$ cat src/rtl/stream_mux_rr.sv
// N-channel registered stream mux, fixed-select or round-robin; accepted beat appears 1 cycle later.
// Full throughput; a held output beat (out_valid && !out_ready) deasserts every in_ready.
module stream_mux_rr #(
    parameter int WIDTH = 8,
    parameter int NCH   = 4,
    parameter int SELW  = 2
) (
    input  logic                 clk,
    input  logic                 rst,
    input  logic [NCH*WIDTH-1:0] in_data,
    input  logic [NCH-1:0]       in_valid,
    output logic [NCH-1:0]       in_ready,
    input  logic                 mode,
    input  logic [SELW-1:0]      sel,
    output logic [WIDTH-1:0]     out_data,
    output logic [SELW-1:0]      out_ch,
    output logic                 out_valid,
    input  logic                 out_ready
);

    logic [SELW-1:0]  ptr;
    logic [SELW-1:0]  ptr_next;
    logic             load_en;
    logic             xfer;

    logic             fix_vld;
    logic             rr_vld;
    logic [SELW-1:0]  rr_ch;
    logic             grant_vld;
    logic [SELW-1:0]  grant_ch;
    logic [WIDTH-1:0] grant_dat;

    assign load_en = !out_valid || out_ready;

    // Fixed select: loop compare keeps an out-of-range sel from ever indexing in_valid.
    always_comb begin
        fix_vld = 1'b0;
        for (int i = 0; i < NCH; i++) begin
            if (int'(sel) == i) begin
                fix_vld = in_valid[i];
            end
        end
    end

    // Round-robin: first requester at or after ptr, wrapping modulo NCH.
    always_comb begin
        int idx;
        rr_vld = 1'b0;
        rr_ch  = ptr;
        idx    = 0;
        for (int k = 0; k < NCH; k++) begin
            idx = int'(ptr) + k;
            if (idx >= NCH) begin
                idx = idx - NCH;
            end
            for (int i = 0; i < NCH; i++) begin
                if (!rr_vld && i == idx && in_valid[i]) begin
                    rr_vld = 1'b1;
                    rr_ch  = SELW'(i);
                end
            end
        end
    end

    always_comb begin
        grant_vld = mode ? rr_vld : fix_vld;
        grant_ch  = mode ? rr_ch  : sel;
    end

    always_comb begin
        grant_dat = '0;
        for (int i = 0; i < NCH; i++) begin
            if (int'(grant_ch) == i) begin
                grant_dat = in_data[i*WIDTH +: WIDTH];
            end
        end
    end

    assign xfer = load_en && grant_vld;

    always_comb begin
        in_ready = '0;
        for (int i = 0; i < NCH; i++) begin
            in_ready[i] = !rst && xfer && (int'(grant_ch) == i);
        end
    end

    always_comb begin
        ptr_next = ptr;
        if (xfer && mode) begin
            if (int'(grant_ch) == NCH - 1) begin
                ptr_next = '0;
            end else begin
                ptr_next = grant_ch + SELW'(1);
            end
        end
    end

    always_ff @(posedge clk) begin
        if (rst) begin
            out_valid <= 1'b0;
            out_data  <= '0;
            out_ch    <= '0;
            ptr       <= '0;
        end else begin
            ptr <= ptr_next;
            if (xfer) begin
                out_valid <= 1'b1;
                out_data  <= grant_dat;
                out_ch    <= grant_ch;
            end else if (load_en) begin
                // Drained with nothing to replace it: data/ch keep their last value.
                out_valid <= 1'b0;
            end
        end
    end

endmodule

$ cat config.mk
export PLATFORM = sky130hd
export DESIGN_NAME = stream_mux_rr
export DESIGN_NICKNAME = d
export VERILOG_FILES = /design/src/rtl/stream_mux_rr.sv
export SDC_FILE = /design/constraint.sdc
export NUM_CORES = 1
export LEC_CHECK = 0
export CAP_MARGIN = 20
export CORE_UTILIZATION = 40
export CTS_CLUSTER_SIZE = 16
export DETAILED_ROUTE_END_ITERATION = 6
export PLACE_DENSITY = 0.85
export SYNTH_ARGS = -nofsm -noshare
export SYNTH_HDL_FRONTEND = slang
export SYNTH_SLANG_ARGS = --single-unit
$ cat constraint.sdc
create_clock -name clk -period 8.63 [get_ports clk]
set_input_delay 1.726 -clock clk [delete_from_list [all_inputs] [get_ports clk]]
set_output_delay 1.726 -clock clk [all_outputs]
set_load 0.02 [all_outputs]
==> results.json, run 1 <==
{
  "synthFlopType": "dfxtp_1",
  "p_leak_uw": 0.000599,
  "port_buffers": 56,
  "run_status": "complete, no violations",
  "required_ns": 6.90,
  "min_to": "out_data[1]",
  "crit_chain": "clkdlybuf4s50_1, and3b_1, or4_1, a31oi_2, ha_1, and2_1, clkdlybuf4s50_1",
  "cts_sinks": 13,
  "drive_gt1_share_pct": 6.51,
  "place_congestion": 0.856,
  "ys_types": 34,
  "grt_pass1_vias": 1021,
  "ys_seq_area_share_pct": 27.2,
  "r2r-start": "ptr[1]",
  "viasPerCell": 5.32,
  "coreArea_sq_um": 2230,
  "antenna_cells": 0,
  "dieArea_sq_um": 2590,
  "hold_path.class": "reg2reg",
  "cts_resized": 0,
  "endpoint_kind": "output port",
  "dr.pass1.iters": 4,
  "layout_common_cells": "56 x clkdlybuf4s50_1, 14 x nor2_1, 13 x dfxtp_1",
  "layout_commonest_cell": "clkdlybuf4s50_1",
  "die_x_microns": 50.9,
  "setup_ws_ns": 2.24,
  "post_cts.repair.setup_buffers": 0,
  "finalClockSkew_ns": 0.00923,
  "ys_warn_count": 0,
  "synth_top_area_share_pct": 27.2,
  "synth_area_leader_cell": "dfxtp_1",
  "max_freq_mhz": 157,
  "fin_tns_setup_ns": 0,
  "reg2reg_depth": 10,
  "ctsHoldBuffers": 0,
  "post-place-ws_ns": 2.25,
  "synth.net_count": 162,
  "grt_overflow": 0,
  "relSlewSlack_pct": 41.9,
  "antenna_left": 0,
  "h-tree-depth": 1,
  "rsz0062_at_grt": "no",
  "cts.reportedPaths.clkPinSlew_ns": 0.07,
  "cap_violations": 0,
  "via_count": 1048,
  "slowest_delay_ns": 0.60,
  "slowest_stage": "clkdlybuf4s50_1",
  "grt_first_pass_wirelength_microns": 4680,
  "period_minus_slack_ns": 6.39,
  "start_util_pct": 42.9,
  "crit_path_start_kind": "input pin",
  "fp.dieH_microns": 50.9,
  "setup_viol_count_final": 0,
  "cts_tree": "built",
  "power_density_nw_per_um2": 137,
  "holdWs_ns": 0.500,
  "cts_buffer_depth": 2,
  "grt_max_degree": 21,
  "grt_usage_pct": 24.1,
  "crit_fanout": 18,
  "hold_start": "out_data[1]",
  "hold_depth": 2,
  "async_flop_share_pct": 0,
  "crit_family": "buffers and inverters",
  "drc_errors": 0,
  "crit_type": "in2out",
  "clk-insertion-delay-late_ns": 0.27,
  "area_growth_pct": 61.0,
  "critPathArrivalTime_ns": 4.66,
  "cpMostUsedCell": "clkdlybuf4s50_1",
  "report.final.slew_viol_count": 0,
  "ios": 57,
  "drt_iter0_drc": 16,
  "final_nets": 216,
  "antenna_found_initial": 0,
  "post-dp-hpwl_microns": 2320,
  "worst_pin_slew_ns": 0.871,
  "r2r_end": "out_data[7]",
  "cp.buffers_inverters": 2,
  "cts_buffers": 3,
  "wirelength_microns": 2790,
  "synth.ff_latch_count": 13,
  "vdd_drop_max_uv": 80.1,
  "synthCells": 116,
  "ys_top_cells_by_area": "dfxtp_1 27%, nor2b_1 7.8%, a221oi_1 6.4%",
  "wl_per_cell_microns": 14.2,
  "synth_area_per_cell_sq_um": 8.25,
  "period_share_pct": 74.0,
  "num_rows": 17,
  "rrSetupSlack_ns": 5.68,
  "hold_viol": 0,
  "synth_edf_count": 0,
  "syn_area_sq_um": 957,
  "cts-root-buf": "clkbuf_4"
}
==> logic make-up (layout without fill, tap and decap cells) <==
logic type | after synthesis | after routing | synth area share (%)
mux | 5 | 5 | 6.93
buf+inv | 10 | 63 | 5.10
flops | 13 | 13 | 27.2
simple gates | 49 | 49 | 28.8
compound gates | 35 | 35 | 26.8
fa+ha+maj | 4 | 4 | 5.23
==> through the flow <==
step,area (sq um),util (%),std cells,power [uW]
6_report,1540,69.0,197,211
2_1_floorplan,957,-,116,130
5_1_grt,1540,69.0,197,225
3_5_place_dp,1520,67.8,193,175
3_3_place_gp,1520,67.8,193,171
4_1_cts,1540,69.0,197,211
==> synth_stat cells, types with 2 or more instances <==
| cell | n |
|---|---|
| nor2_1 | 14 |
| dfxtp_1 | 13 |
| nor2b_1 | 12 |
| a21oi_1 | 10 |
| nor3_1 | 8 |
| a211oi_1 | 7 |
| a221oi_1 | 7 |
| clkbuf_1 | 5 |
| and2_1 | 4 |
| ha_1 | 4 |
| inv_1 | 3 |
| mux2i_1 | 3 |
| nand2_1 | 3 |
| o21ai_0 | 2 |
| o21bai_1 | 2 |
==> metal layers <==
| layer | GRT usage (%) | vias up | share of wire (%) |
|---|---|---|---|
| met4 | 8.33 | 0 | 0.61 |
| met2 | 42.1 | 24 | 52 |
| met3 | 4.17 | 2 | 3.1 |
| met5 | 0 | - | 0 |
| li1 | - | 534 | - |
| met1 | 29.4 | 488 | 44 |
==> state kept, by name, summed over array words and instances (netlist names) <==
signal	count
out_ch	2
out_data	8
out_valid	1
ptr	2
==> report_power, final <==
group | leakage, uW | total [uW] | switching (uW) | internal [uW]
clock | 0.0000150 | 37.6 | 19.8 | 17.9
combinational | 0.000476 | 101 | 48.2 | 52.6
sequential | 0.000108 | 72.8 | 4.98 | 67.8
==> worst register-to-register path, stage by stage, from the launching register on <==
cell and delay [ns]:
dfxtp_1 0.37, and3b_1 0.19, or4_1 0.49, a31oi_2 0.28, inv_1 0.10, ha_1 0.31
nor2b_1 0.41, a221oi_1 0.18, nor3_1 0.24, a21oi_1 0.07, a211oi_1 0.23
==> how the worst max path moves through the flow <==
| stage | slack [ns] | cells after the start | end | start |
|---|---|---|---|---|
| 2_1_floorplan | 3.34 | 7 | in_ready[3] | in_valid[3] |
| 3_3_place_gp | 2.36 | 7 | in_ready[3] | in_valid[3] |
| 3_5_place_dp | 2.25 | 7 | in_ready[3] | in_valid[3] |
| 4_1_cts | 2.25 | 7 | in_ready[3] | in_valid[3] |
| 5_1_grt | 2.05 | 7 | in_ready[3] | in_valid[3] |
| 6_report | 2.24 | 7 | in_ready[3] | in_valid[3] |
==> area by class of cell <==
cell class	count	area, sq um
fill	197	692
sequential	13	260
tap	28	35.0
multi-input combinational	93	648
inverter	3	11.3
clock buffer	4	26.3
timing repair buffer	56	561
Note: power is estimated with default switching activity, not from simulation.
==> inputs of run 2 (changes only) <==
- CORE_UTILIZATION: 40 -> 37
- PLACE_DENSITY: 0.85 -> 0.79
- clock period: 8.63 -> 6.22 ns (I/O delays scaled with it)
==> run 2 against run 1 <==
Clock power is 35% higher. Cell count rose by 2.0%. Design area increased by 1.1%. Setup slack worse by 1.2 ns. Worst hold slack better by 0.0030 ns. Register-to-register slack got worse by 2.5 ns. Sequential cell count stayed put. Largest power group unchanged. Highest routed layer unchanged.
==> results.json, run 2 (same netlist as run 1, synthesis figures left out) <==
{
  "port_buffers": 56,
  "power_uw": 293,
  "report.final.slew_viol_count": 0,
  "critPathArrivalTime_ns": 3.95,
  "fin_area_sq_um": 1560,
  "antenna_found_initial": 0,
  "top_register": "out_data",
  "crit_type": "in2out",
  "power_frac_comb_pct": 48.1,
  "layout_common_cells": "56 x clkdlybuf4s50_1, 14 x nor2_1, 13 x dfxtp_1",
  "cap_violations": 0,
  "place_area_sq_um": 1530,
  "period_minus_slack_ns": 5.20,
  "wirelength_microns": 2830,
  "cts_resized": 0,
  "ctsHoldBuffers": 0,
  "dieArea_sq_um": 2790,
  "r2r-start": "ptr[1]",
  "reg2reg_depth": 10,
  "cts_sinks": 13,
  "cts.reportedPaths.clkPinSlew_ns": 0.07,
  "rsz0062_at_grt": "no",
  "relSlewSlack_pct": 46.8,
  "crit_fanout": 17,
  "grt_max_degree": 21,
  "setup_viol_count_final": 0,
  "vdd_drop_max_uv": 150,
  "max_freq_mhz": 192,
  "final_nets": 218,
  "ios": 57,
  "period_share_pct": 83.5,
  "grt_pass1_vias": 1033,
  "worstSetupStartpoint": "in_valid[3]",
  "power_density_nw_per_um2": 188,
  "place_congestion": 0.885,
  "layout_commonest_cell": "clkdlybuf4s50_1",
  "via_count": 1069,
  "die_x_microns": 52.9,
  "h-tree-depth": 1,
  "r2r_end": "out_data[1]",
  "run_status": "complete, no violations",
  "viasPerCell": 5.32,
  "internal_power_uw": 193,
  "endpoint": "in_ready[2]",
  "start_util_pct": 39.0,
  "p_clk_share_pct": 17.3,
  "coreArea_sq_um": 2450,
  "hold_path.class": "reg2reg",
  "hold_viol": 0,
  "p_leak_uw": 0.000609,
  "grt_usage_pct": 21.8,
  "area_growth_pct": 62.9,
  "fp.dieH_microns": 52.9,
  "required_ns": 4.98,
  "post-dp-hpwl_microns": 2280,
  "crit_path_start_kind": "input pin",
  "top_regs": "out_data (8), out_ch (2), ptr (2)",
  "grt_overflow": 0,
  "rrSetupSlack_ns": 3.21,
  "antenna_left": 0,
  "fin_tns_setup_ns": 0,
  "num_rows": 18,
  "cts_buffer_depth": 2,
  "largest_register_ffs": 8,
  "p_seq_share_pct": 34.5,
  "final_util_pct": 63.5,
  "antenna_cells": 0,
  "cts-root-buf": "clkbuf_4",
  "drive_gt1_share_pct": 7.60,
  "worst_pin_slew_ns": 0.799,
  "cts_buffers": 3,
  "drc_errors": 0,
  "cts_tree": "built",
  "wl_per_cell_microns": 14.1,
  "grt_first_pass_wirelength_microns": 4460,
  "clk-insertion-delay-late_ns": 0.27,
  "endpoint_kind": "output port",
  "post_cts.repair.setup_buffers": 0,
  "drt_iter0_drc": 26,
  "swShare_pct": 34.1,
  "p_sw_uw": 99.9,
  "placed_cells": 197,
  "dr.pass1.iters": 4,
  "finalClockSkew_ns": 0.000462,
  "fin_cells": 201
}
==> run 2: cell types whose count changed in the layout (fill, tap and decap cells not counted) <==
cell   before  now
buf_4       0    2
==> run 2: final cells by class <==
class	instances	area (sq um)
clock buffers	4	26.3
fillers	210	896
inverters	3	11.3
multi-input cells	93	648
flip-flops and latches	13	260
well taps	30	37.5
repair buffers	58	576
==> run 2: power groups by stage <==
stage,logic [uW],registers [uW],clock network (uW)
after floorplan,67.6,113,0
after global placement,139,103,0
after detailed placement,141,103,0
after CTS,141,101,54.0
after global routing,154,103,57.8
final,141,101,50.7
==> run 2: metal layers <==
metal  track usage, %  up-vias  routed length (microns)
met5                0        -                        0
met4             5.70        0                       34
met3             5.17        4                      130
li1                 -      541                        -
met1             24.3      490                     1210
met2             40.5       34                     1460
==> run 2: worst min path at each step <==
stage,from,to,slack (ns),cells after the start
finish,out_ch[1],out_ch[1],0.50,2
global route,out_data[2],out_data[2],0.53,2
CTS,out_data[6],out_data[6],0.51,2
detailed placement,out_data[6],out_data[6],0.49,2
global placement,out_data[4],out_data[4],0.49,2
floorplan,ptr[0],ptr[0],0.50,2
==> run 2: critical path: stages <==
cell and delay (ns):
clkdlybuf4s50_1 0.58, and3b_1 0.20, or4_1 0.48, a31oi_2 0.29, ha_1 0.20, buf_4 0.19, and2_1 0.16, clkdlybuf4s50_1 0.60
==> run 2: per-stage QoR <==
step / hold WS, ns / setup WS, ns
after detailed placement: 0.489 / 1.04
after global routing: 0.532 / 0.918
after CTS: 0.507 / 1.04
after floorplan: 0.505 / 1.89
final: 0.503 / 1.02
after global placement: 0.486 / 1.11
